`src/rtl/hazard_stall_controller.sv`:
```
// Decode-stage hazard sequencer: stall/flush controls for PC and pipeline registers
// for load-use, mul/div occupancy, data-memory wait and taken-branch squash.
module hazard_stall_controller #(
    parameter int LOAD_BUBBLES = 2,
    parameter int MD_TIMEOUT   = 64,
    parameter int CNT_W        = 32
) (
    input  logic             clk,
    input  logic             rst_n,
    input  logic [4:0]       id_rs1_addr,
    input  logic [4:0]       id_rs2_addr,
    input  logic             id_uses_rs1,
    input  logic             id_uses_rs2,
    input  logic [4:0]       ex_rd_addr,
    input  logic             ex_mem_read,
    input  logic             ex_muldiv,
    input  logic             muldiv_done,
    input  logic             ex_branch_taken,
    input  logic             dmem_busy,
    output logic             pc_stall,
    output logic             if_id_stall,
    output logic             id_ex_stall,
    output logic             ex_mem_stall,
    output logic             if_id_flush,
    output logic             id_ex_flush,
    output logic             ex_mem_flush,
    output logic             mem_wb_flush,
    output logic [CNT_W-1:0] stall_count,
    output logic             md_timeout,
    output logic [1:0]       ctrl_state
);

    typedef enum logic [1:0] {
        RUN      = 2'b00,
        LU_STALL = 2'b01,
        MD_WAIT  = 2'b10
    } state_t;

    typedef struct packed {
        logic pc_stall;
        logic if_id_stall;
        logic id_ex_stall;
        logic ex_mem_stall;
        logic if_id_flush;
        logic id_ex_flush;
        logic ex_mem_flush;
        logic mem_wb_flush;
    } ctrl_t;

    localparam ctrl_t CTRL_LU  = '{pc_stall: 1'b1, if_id_stall: 1'b1, id_ex_flush: 1'b1, default: 1'b0};
    localparam ctrl_t CTRL_MD  = '{pc_stall: 1'b1, if_id_stall: 1'b1, id_ex_stall: 1'b1,
                                   ex_mem_flush: 1'b1, default: 1'b0};
    localparam ctrl_t CTRL_FRZ = '{pc_stall: 1'b1, if_id_stall: 1'b1, id_ex_stall: 1'b1,
                                   ex_mem_stall: 1'b1, mem_wb_flush: 1'b1, default: 1'b0};
    localparam ctrl_t CTRL_BR  = '{if_id_flush: 1'b1, id_ex_flush: 1'b1, default: 1'b0};

    localparam logic [1:0]  LB_INIT = 2'(LOAD_BUBBLES - 1);
    localparam logic [15:0] MD_LIM  = 16'(MD_TIMEOUT);

    state_t      state_q, state_d;
    logic [1:0]  bub_q, bub_d;
    logic [15:0] tmr_q, tmr_d;
    logic        md_to_d;
    logic [CNT_W-1:0] cnt_q;
    ctrl_t       ctrl;
    logic        load_use;

    assign load_use = ex_mem_read && (ex_rd_addr != 5'd0) &&
                      ((id_uses_rs1 && (id_rs1_addr == ex_rd_addr)) ||
                       (id_uses_rs2 && (id_rs2_addr == ex_rd_addr)));

    always_comb begin
        ctrl    = '0;
        state_d = state_q;
        bub_d   = bub_q;
        tmr_d   = tmr_q;
        md_to_d = md_timeout;
        if (dmem_busy) begin
            // EX/ID are held, so whatever hazard is pending gets re-evaluated afterwards
            ctrl = CTRL_FRZ;
        end else begin
            unique case (state_q)
                RUN: begin
                    if (ex_branch_taken) begin
                        ctrl = CTRL_BR;
                    end else if (ex_muldiv && !muldiv_done) begin
                        ctrl    = CTRL_MD;
                        state_d = MD_WAIT;
                        tmr_d   = '0;
                    end else if (load_use) begin
                        ctrl = CTRL_LU;
                        if (LOAD_BUBBLES > 1) begin
                            state_d = LU_STALL;
                            bub_d   = LB_INIT;
                        end
                    end
                end
                LU_STALL: begin
                    ctrl = CTRL_LU;
                    if (bub_q <= 2'd1) begin
                        state_d = RUN;
                        bub_d   = '0;
                    end else begin
                        bub_d = bub_q - 2'd1;
                    end
                end
                MD_WAIT: begin
                    if (muldiv_done) begin
                        state_d = RUN;
                        tmr_d   = '0;
                    end else begin
                        ctrl = CTRL_MD;
                        if (tmr_q != 16'hFFFF) tmr_d = tmr_q + 16'd1;
                        if (tmr_d >= MD_LIM) md_to_d = 1'b1;
                    end
                end
                default: state_d = RUN;
            endcase
        end
    end

    always_ff @(posedge clk or negedge rst_n) begin
        if (!rst_n) begin
            state_q    <= RUN;
            bub_q      <= '0;
            tmr_q      <= '0;
            md_timeout <= 1'b0;
            cnt_q      <= '0;
        end else begin
            state_q    <= state_d;
            bub_q      <= bub_d;
            tmr_q      <= tmr_d;
            md_timeout <= md_to_d;
            if (ctrl.pc_stall && (cnt_q != {CNT_W{1'b1}})) cnt_q <= cnt_q + 1'b1;
        end
    end

    // Controls are combinational, so gate them directly with reset.
    assign pc_stall     = rst_n & ctrl.pc_stall;
    assign if_id_stall  = rst_n & ctrl.if_id_stall;
    assign id_ex_stall  = rst_n & ctrl.id_ex_stall;
    assign ex_mem_stall = rst_n & ctrl.ex_mem_stall;
    assign if_id_flush  = rst_n & ctrl.if_id_flush;
    assign id_ex_flush  = rst_n & ctrl.id_ex_flush;
    assign ex_mem_flush = rst_n & ctrl.ex_mem_flush;
    assign mem_wb_flush = rst_n & ctrl.mem_wb_flush;
    assign stall_count  = cnt_q;
    assign ctrl_state   = state_q;

endmodule

```
`config.mk`:
```
export PLATFORM = sky130hd
export DESIGN_NAME = hazard_stall_controller
export DESIGN_NICKNAME = d
export VERILOG_FILES = /design/src/rtl/hazard_stall_controller.sv
export SDC_FILE = /design/constraint.sdc
export NUM_CORES = 1
export LEC_CHECK = 0
export ABC_AREA = 1
export CAP_MARGIN = 20
export CELL_PAD_IN_SITES_DETAIL_PLACEMENT = 1
export CELL_PAD_IN_SITES_GLOBAL_PLACEMENT = 1
export CORE_MARGIN = 2
export CORE_UTILIZATION = 35
export DETAILED_ROUTE_END_ITERATION = 12
export PLACE_DENSITY_LB_ADDON = 0.08
export SLEW_MARGIN = 5
export SYNTH_ARGS = -nofsm -noshare
export SYNTH_HDL_FRONTEND = slang
export SYNTH_SLANG_ARGS = --single-unit
```
`constraint.sdc`:
```
create_clock -name clk -period 2.4 [get_ports clk]
set_clock_uncertainty 0.2 [all_clocks]
set_input_delay 0.48 -clock clk [delete_from_list [all_inputs] [get_ports clk]]
set_output_delay 0.48 -clock clk [all_outputs]
set_load 0.05 [all_outputs]
```
# Word-level counts from Yosys, hierarchy flattened
# Index checks and enable logic that the tools add are counted.
[op_classes]
addsub = 3
n_mul = 0
div = 0
order_cmp = 2
n_eq_ne = 13
n_shift = 0
mux = 24
bitwise = 10
reduce_logical = 16
[op_table]
columns = ["op", "n"]
rows = [
  ["$mux W16", 7],
  ["$mux W8", 5],
  ["$add A32 B1 Y32 const B", 1],
  ["$ne A32 B32 Y1 const B", 1],
  ["$pmux W16 S2", 1],
  ["$pmux W8 S3", 1],
  ["$add A16 B1 Y16 const B", 1],
  ["$ge A16 B7 Y1 const B", 1],
  ["$mux W2", 8],
  ["$ne A16 B16 Y1 const B", 1],
  ["$ne A2 B2 Y1 const B", 6],
  ["$eq A5 B5 Y1", 2],
  ["$reduce_and A5 Y1", 2],
  ["$and A1 B1 Y1", 8],
  ["$reduce_and A4 Y1", 2],
  ["$logic_and A1 B1 Y1", 6],
  ["$pmux W2 S3", 1],
  ["$reduce_bool A5 Y1", 1],
  ["$pmux W2 S2", 1],
  ["$reduce_bool A2 Y1", 2],
  ["$ne A3 B3 Y1 const B", 1],
  ["$eq A2 B1 Y1 const B", 1],
  ["$eq A2 B2 Y1 const B", 1],
  ["$le A2 B1 Y1 const B", 1],
  ["5 further kinds", 6],
]
[word_totals]
regBits = 53
latch_bits = 0
ram_bits = 0
romBits = 0
in_bits = 24
output_inout_bits = 43
word_cells = 73
n_memories = 0

# Logic depth before layout (Yosys ltp)
# Gate-level depths: netlist (run 1).
[logic_depth]
ltp_word = 10
depth_mapped = 14
ltp_nobuf = 13

# Least setup slack after synthesis (run 1)
# No wires, ideal clock.
[synth_timing]
path_kind = "register -> output"
from = "register state_q[1] (netlist: ctrl_state[1])"
to = "output port pc_stall"
arrival_ps = 2431
required_time_ps = 1720
path_slack_ps = -711
stages_incl_launch_ff = 7
n_path_buf = 1
path_cell_list = "dfrtp_1 -> nand2_1 -> or2_2 -> inv_2 -> nor3_1 -> a21oi_1 -> buf_4"
[synth_between]
elab_chain_len = 4
elab_cells_between_ends = 6
classes_between = "2 x eq/ne; 2 x mux; 1 x bitwise; 1 x reduce/logical"
[synth_rtl]
columns = ["item", "line_no", "text"]
rows = [
  ["start, declared", "60", "state_t state_q, state_d;"],
  ["start signal, assigned", "130", "state_q <= state_d;"],
  ["$eq A2 B2 Y1 (tied with other cells)", "82", "unique case (state_q)"],
  ["$pmux W8 S3 (*)", "82", ""],
  ["$mux W8 (*)", "78", "if (dmem_busy) begin"],
  ["$and A1 B1 Y1 (*)", "139", "assign pc_stall = rst_n & ctrl.pc_stall;"],
  ["end, declared", "20", "output logic pc_stall,"],
]
# Mark *: on every way between the ends. The rest lies on a longest branch, timed or not.

# Worst setup path in the final report (run 1)
[layout_timing]
from = "register cnt_q[5] (netlist: stall_count[5])"
to = "output port stall_count[5]"
[layout_lines]
columns = ["item", "line_no", "text"]
rows = [
  ["start, declared", "64", "logic [CNT_W-1:0] cnt_q;"],
  ["start signal, assigned", "134", "if (ctrl.pc_stall && (cnt_q != {CNT_W{1'b1}})) cnt_q <= cnt_q + 1'b1;"],
  ["end, declared", "28", "output logic [CNT_W-1:0] stall_count,"],
]
# No word-level cell between the ends.

==> metrics.md, run 1 <==
| Metric | Value |
|---|---|
| Stages on the worst setup path | `1` |
| Fill count | `1337` |
| Count of max-cap constraint violations | `0` |
| Core Rows | `37` |
| CP max-delay cell | `sky130_fd_sc_hd__clkdlybuf4s50_1` |
| Cell family with the largest share of critical-path delay | `buffers and inverters` |
| Layout net count | `688` |
| Worst Max-Slew Pin Slew | `0.701 ns` |
| Mean Syn Cell Area | `6.57 um2` |
| Yosys cell types | `32` |
| Via count | `3974` |
| Critical path cell sequence | `clkdlybuf4s50_1` |
| Area of the core | `0.0103 mm2` |
| Register area | `0.00133 mm2` |
| Share of Yosys cell area claimed by the top area cell type | `0.356` |
| Ant. Diodes | `0` |
| Register-to-register setup slack | `0.19 ns` |
| Initial standard-cell utilization of the core | `0.361` |
| Worst R2R End | `md_timeout` |
| Horiz. Die Dim | `107 um` |
| Register clock-pin slew on the reported worst setup and hold paths | `0.10 ns` |
| Number of flops mapped to enable cells by yosys | `0` |
| Setup crit end | `stall_count[5]` |
| Min Tclk post-route | `2.35 ns` |
| Placer Congestion | `0.902` |
| Post-Syn Area | `0.00373 mm2` |
| Worst Path Max Fanout | `6` |
| Slew Limit Fails | `0` |
| Die area | `0.0115 mm2` |
| Startpoint type of the worst setup path | `flip-flop` |
| Final Hold Viols | `0` |
| Number of warnings printed during yosys synthesis | `0` |
| Cells on worst reg2reg path | `12` |
| I/O pin count | `67` |
| Clk Latency, worst-skew pair | `0.31 ns` |
| Die span in y | `107 um` |
| Gate count after technology mapping | `567` |
| CP Data Required Time | `1.72 ns` |
| Endpoint arrival time on the critical path | `1.67 ns` |
| Root buffer cell | `sky130_fd_sc_hd__clkbuf_8` |
| Multi-input combinational cell area | `0.00221 mm2` |
| Number of synthesized register bits | `53` |
| Period utilisation layout | `0.979` |
| Setup repair after global routing missed its margin | `yes` |
| Pre-antenna DRT Iters | `4` |
| Vias per inst | `4.97` |
| Count of clock tree sinks | `53` |
| DP Wirelength | `9.36 mm` |
| Async SR Flop Fraction | `1.00` |
| Total routing resource utilization after global routing | `0.216` |
| Leakage power summed over all cells | `2.44 nW` |
| Startpoint of the worst-slack reg-to-reg timing path | `tmr_q[0]` |
| Routed length per placed instance | `14.8 um` |
| Primary FF master, synth | `sky130_fd_sc_hd__dfrtp_1` |
| Cell taking the most area after synthesis | `sky130_fd_sc_hd__dfrtp_1` |
| Maximum VDD drop | `0.000392 V` |
| H-tree levels | `2` |
| First-pass GRT wire length | `20.0 mm` |
| Number of antenna violations at the first check in global routing | `0` |
| Number of global-route vias before repair | `4093` |
| Delay of the slowest critical-path stage | `0.86 ns` |
| Relative slew margins | `0.532` |
| Part of the Yosys area used for sequential elements | `0.356` |
| Layout cells sized above 1 | `0.161` |
| Element type at the critical path end | `primary output` |
| Post-Synthesis Net Count | `593` |
| Maximum number of pins on one net before global-route repair | `52` |
| Buffering stage count on the worst path with inverters included | `1` |
| Clock tree from TritonCTS | `built` |
| Min-Delay Path Class | `flip-flop to flip-flop` |
| Number of DRC markers in iteration 0 | `159` |
| Top cells by area in the synthesized netlist | `sky130_fd_sc_hd__dfrtp_1 36%, sky130_fd_sc_hd__nand2_1 21%, sky130_fd_sc_hd__nand3_1 7.7%` |
| Post-layout util | `0.481` |
| Power density over cell area | `650 mW/mm2` |
| Detailed-route DRC error count | `0` |
| Maximum operating frequency | `0.426 GHz` |
| Area added between synthesis and finish | `33.3%` |
| Inserted Clock Buffers | `5` |
| Type of the worst setup path | `flip-flop to primary output` |
| Sum of negative setup slack | `0 ns` |
| Count of buffers from port buffering | `66` |
| Routed Wire Length | `11.9 mm` |
| Status | `finished, final reports clean` |
| Grt ovf | `0` |
| Launch point of the worst path | `stall_count[5]` |
| Detail Route Antenna Nets | `0` |
| Deepest clock path buffer count | `2` |
| Total setup violations reported at the end of the flow | `0` |
## how the worst min path moves through the flow
stage,from,to,slack [ns],cells after the start
2_1_floorplan,rst_n,bub_q[0],-0.02,0
3_3_place_gp,rst_n,ctrl_state[0],0.25,2
3_5_place_dp,rst_n,ctrl_state[0],0.25,2
4_1_cts,md_timeout,md_timeout,0.28,2
5_1_grt,md_timeout,md_timeout,0.31,2
6_report,md_timeout,md_timeout,0.27,2
## repair_timing
item / CTS / global route
hold buffers: 1 / 0
buffers inserted: 3 / 6
hold endpoints to repair: 2 / 0
gates resized for setup: 53 / 39
setup endpoints to repair: 6 / 6
pin swaps: 19 / 21
## power by group
part / internal (mW) / leakage (nW) / switching (mW) / total (mW)
Sequential: 1.03 / 0.717 / 0.191 / 1.23
Clock: 0.262 / 0.0542 / 0.306 / 0.568
Combinational: 0.545 / 1.67 / 0.892 / 1.44
Total: 1.84 / 2.44 / 1.39 / 3.23
## area by class of cell
cell class,count,area share
clock buffers,7,0.0194
multi-input cells,446,0.444
flip-flops and latches,53,0.267
clock inverters,1,0.00101
inverters,56,0.0423
well taps,136,0.0343
repair buffers,100,0.192
## metal layers
metal / up-vias / wire [um] / track usage
met5: - / 0 / 0
met4: 0 / 82 / 0.0278
met2: 70 / 5320 / 0.343
li1: 1996 / - / -
met3: 8 / 448 / 0.0298
met1: 1900 / 6010 / 0.319
## cells in the mapped netlist (3+ instances only)
cell type and count:
sky130_fd_sc_hd__nand2_1 211, sky130_fd_sc_hd__nor2_1 67, sky130_fd_sc_hd__nand3_1 57, sky130_fd_sc_hd__dfrtp_1 53
sky130_fd_sc_hd__inv_1 51, sky130_fd_sc_hd__xor2_1 21, sky130_fd_sc_hd__nor3_1 19, sky130_fd_sc_hd__a21oi_1 10
sky130_fd_sc_hd__nand4_1 9, sky130_fd_sc_hd__o21ai_0 9, sky130_fd_sc_hd__xnor2_1 9, sky130_fd_sc_hd__o22ai_1 8
sky130_fd_sc_hd__buf_2 6, sky130_fd_sc_hd__inv_2 5, sky130_fd_sc_hd__nand3b_1 4, sky130_fd_sc_hd__buf_6 3
sky130_fd_sc_hd__nor2_2 3
## layout by cell type (no fill, tap or decap), types with 11 or more instances in the layout
cell type                           n
sky130_fd_sc_hd__buf_4             34
sky130_fd_sc_hd__clkdlybuf4s50_1   35
sky130_fd_sc_hd__dfrtp_1           52
sky130_fd_sc_hd__inv_1             45
sky130_fd_sc_hd__inv_2             11
sky130_fd_sc_hd__nand2_1          203
sky130_fd_sc_hd__nand3_1           56
sky130_fd_sc_hd__nor2_1            61
sky130_fd_sc_hd__nor3_1            17
sky130_fd_sc_hd__xor2_1            21
## sequential cells by signal, indices dropped and copies added, names as in the netlist
signal       flops
stall_count     32
tmr_q           16
bub_q            2
ctrl_state       2
md_timeout       1
## per-stage QoR
step	worst slack (ns)	hold WS (ns)	power (mW)	std cells	cell area [um2]
6_report	0.0500	0.269	3.23	799	4970
5_1_grt	-0.0297	0.313	3.47	799	4970
4_1_cts	0.000839	0.277	3.21	794	4900
3_5_place_dp	-0.370	0.250	2.61	782	4780
3_3_place_gp	-0.314	0.249	2.57	782	4780
2_1_floorplan	-0.168	-0.0156	2.08	567	3750
## kinds of logic (layout without fill, tap and decap cells)
logic type      after synthesis  count (layout)  synth area share
compound gates               34              34            0.0540
fa+ha+maj                     2               2           0.00671
flops                        53              53             0.356
xor+xnor                     30              30            0.0705
simple gates                380             380             0.434
buf+inv                      68             164            0.0785
Power figures use the tool's default switching activity.
==> run 2, diff against run 1 <==
--- a/config.mk
+++ b/config.mk
@@ -11,6 +11,7 @@
 export CELL_PAD_IN_SITES_GLOBAL_PLACEMENT = 1
 export CORE_MARGIN = 2
 export CORE_UTILIZATION = 35
+export CTS_BUF_LIST = sky130_fd_sc_hd__clkbuf_2
 export DETAILED_ROUTE_END_ITERATION = 12
 export PLACE_DENSITY_LB_ADDON = 0.08
 export SLEW_MARGIN = 5
==> run 2 against run 1 <==
- the run now ends with negative setup slack left
- wire length increased by 3.3%
- sequential cell count unchanged
- via count grew 0.78%
- critical endpoint is now ex_mem_flush
==> metrics.md, run 2 (synthesis gave the netlist of run 1 again) <==
| Metric | Value |
|---|---|
| Ant. Diodes | `0 (unchanged)` |
| Count of clock tree sinks | `53 (unchanged)` |
| Core Rows | `37 (unchanged)` |
| Inserted Clock Buffers | `5 (unchanged)` |
| Maximum number of pins on one net before global-route repair | `52 (unchanged)` |
| Total routing resource utilization after global routing | `0.223 (+0.00700)` |
| Delay of the slowest critical-path stage | `0.46 ns (-0.40 ns)` |
| Detailed-route DRC error count | `0 (unchanged)` |
| Standard cell area after detailed placement | `0.00478 mm2 (unchanged)` |
| Maximum operating frequency | `0.397 GHz (-6.7%)` |
| Count of buffers from port buffering | `66 (unchanged)` |
| Total setup violations reported at the end of the flow | `5 (+5)` |
| I/O pin count | `67 (unchanged)` |
| Area of the core | `0.0103 mm2 (unchanged)` |
| Crit path setup slack, layout | `-0.118 ns (-0.168 ns)` |
| Type of the worst setup path | `input port to primary output` |
| Min-Delay Path Class | `input port to async pin` |
| Layout net count | `691 (+0.44%)` |
| Routed Wire Length | `12.2 mm (+3.3%)` |
| DP Wirelength | `9.36 mm (unchanged)` |
| Worst Path Max Fanout | `3 (-3)` |
| Number of DRC markers in iteration 0 | `157 (-1.3%)` |
| Period utilisation layout | `1.05 (+0.0701)` |
| Vias per inst | `4.99 (+0.40%)` |
| Die span in y | `107 um (unchanged)` |
| Cell family with the largest share of critical-path delay | `buffers and inverters` |
| Leakage power summed over all cells | `2.57 nW (+5.3%)` |
| Commonest non-fill, non-tap cell in the layout | `sky130_fd_sc_hd__nand2_1` |
| Area added between synthesis and finish | `33.3% (about the same)` |
| Min Tclk post-route | `2.52 ns (+0.168 ns)` |
| Clock tree from TritonCTS | `built` |
| Relative slew margins | `0.527 (-0.00548)` |
| Cell area after layout | `0.00497 mm2 (about the same)` |
| CP Data Required Time | `1.72 ns (about the same)` |
| Horiz. Die Dim | `107 um (unchanged)` |
| Grt ovf | `0 (unchanged)` |
| Placer Congestion | `0.902 (unchanged)` |
| Clk Latency, worst-skew pair | `0.45 ns (+0.14 ns)` |
| Layout cells sized above 1 | `0.138 (-0.0232)` |
| Slew Limit Fails | `0 (unchanged)` |
| Endpoint arrival time on the critical path | `1.84 ns (+0.17 ns)` |
| Number of flip-flops in the largest register | `32 (unchanged)` |
| Via count | `4005 (+0.78%)` |
| Element type at the critical path end | `primary output` |
| Initial standard-cell utilization of the core | `0.361 (unchanged)` |
| Detail Route Antenna Nets | `0 (unchanged)` |
| Register area | `0.00133 mm2 (unchanged)` |
| Buffering stage count on the worst path with inverters included | `3 (+2)` |
| Root buffer cell | `sky130_fd_sc_hd__clkbuf_2` |
| Register clock-pin slew on the reported worst setup and hold paths | `0.30 ns (+0.20 ns)` |
| Number of antenna violations at the first check in global routing | `0 (unchanged)` |
| Final Hold Viols | `0 (unchanged)` |
| Pre-antenna DRT Iters | `4 (unchanged)` |
| Critical path cell sequence | `clkdlybuf4s50_1 > inv_1 > nor2_2 > nand2_1 > o21ai_4 > nand2_2 > nor2_4 > buf_12` |
| First-pass GRT wire length | `20.5 mm (+2.5%)` |
| CP max-delay cell | `sky130_fd_sc_hd__clkdlybuf4s50_1` |
| Deepest clock path buffer count | `2 (unchanged)` |
| Post-placement worst setup slack | `-0.370 ns (unchanged)` |
| Fill count | `1362 (+1.9%)` |
| Power density over cell area | `627 mW/mm2 (-3.6%)` |
| Die area | `0.0115 mm2 (unchanged)` |
| Status | `complete, but fails checks` |
| H-tree levels | `2 (unchanged)` |
| Violated checks | `negative setup slack` |
| Routed length per placed instance | `15.3 um (+2.9%)` |
| Multi-input combinational cell area | `0.00223 mm2 (+1.1%)` |
| Worst Max-Slew Pin Slew | `0.710 ns (+0.00822 ns)` |
| Startpoint type of the worst setup path | `input port` |
| Maximum VDD drop | `0.000420 V (+7.2%)` |
| Number of global-route vias before repair | `4144 (+1.2%)` |
| Setup repair after global routing missed its margin | `yes` |
| Leading cell types in the layout, fill and taps excluded | `205 x sky130_fd_sc_hd__nand2_1, 61 x sky130_fd_sc_hd__nor2_1, 56 x sky130_fd_sc_hd__nand3_1` |
| Count of max-cap constraint violations | `0 (unchanged)` |
[run 2: layout make-up]
cell class | instances | area share
Clock inverter | 3 | 0.00252
Tap cell | 136 | 0.0342
Inverter | 56 | 0.0423
Sequential cell | 53 | 0.267
Clock buffer | 5 | 0.00504
Multi-Input combinational cell | 446 | 0.449
Timing Repair Buffer | 103 | 0.200
[run 2: worst paths after layout]
path | from | endpoint | slack, ns | depth (start not counted)
max | ex_muldiv | ex_mem_flush | -0.12 | 8
min | rst_n | tmr_q[12] | 0.12 | 3
max reg2reg | tmr_q[0] | md_timeout | 0.20 | 12
min reg2reg | md_timeout | md_timeout | 0.30 | 2
max in group asynchronous | rst_n | stall_count[14] | 1.39 | 3
min in group clk | md_timeout | md_timeout | 0.30 | 2
[run 2: timing repair]
action                                 4_1_cts  5_1_grt
hold buffers                                 1        0
gates resized for setup                     83        9
pin swaps                                   19        5
setup endpoints to repair                   40        9
endpoints found under the hold margin        2        0
buffers inserted                            11        1
[run 2: worst min-delay path, stage by stage]
cell	delay [ns]
sky130_fd_sc_hd__buf_2	0.14
sky130_fd_sc_hd__buf_4	0.15
sky130_fd_sc_hd__buf_4	0.56
[run 2: power by group]
group	internal, mW	switching, mW
logic	0.585	0.942
registers	1.04	0.185
clock network	0.0641	0.304
[run 2: routing by layer]
metal | part of all wire | GRT usage | routed length, um
met1 | 0.50 | 0.320 | 6100
met2 | 0.46 | 0.363 | 5660
met3 | 0.037 | 0.0340 | 452
met4 | 0.0030 | 0.0278 | 37
met5 | 0 | 0 | 0
[run 2: through the flow]
stage	utilization	instances	setup TNS (ns)	hold WS (ns)	total power, mW
global placement	0.463	782	-5.71	0.249	2.57
floorplan	-	567	-0.168	-0.0156	2.08
detailed placement	0.463	782	-7.89	0.250	2.61
global route	0.481	802	-1.14	0.135	3.35
finish	0.481	802	-0.494	0.124	3.11
CTS	0.477	801	-0.468	0.128	3.09
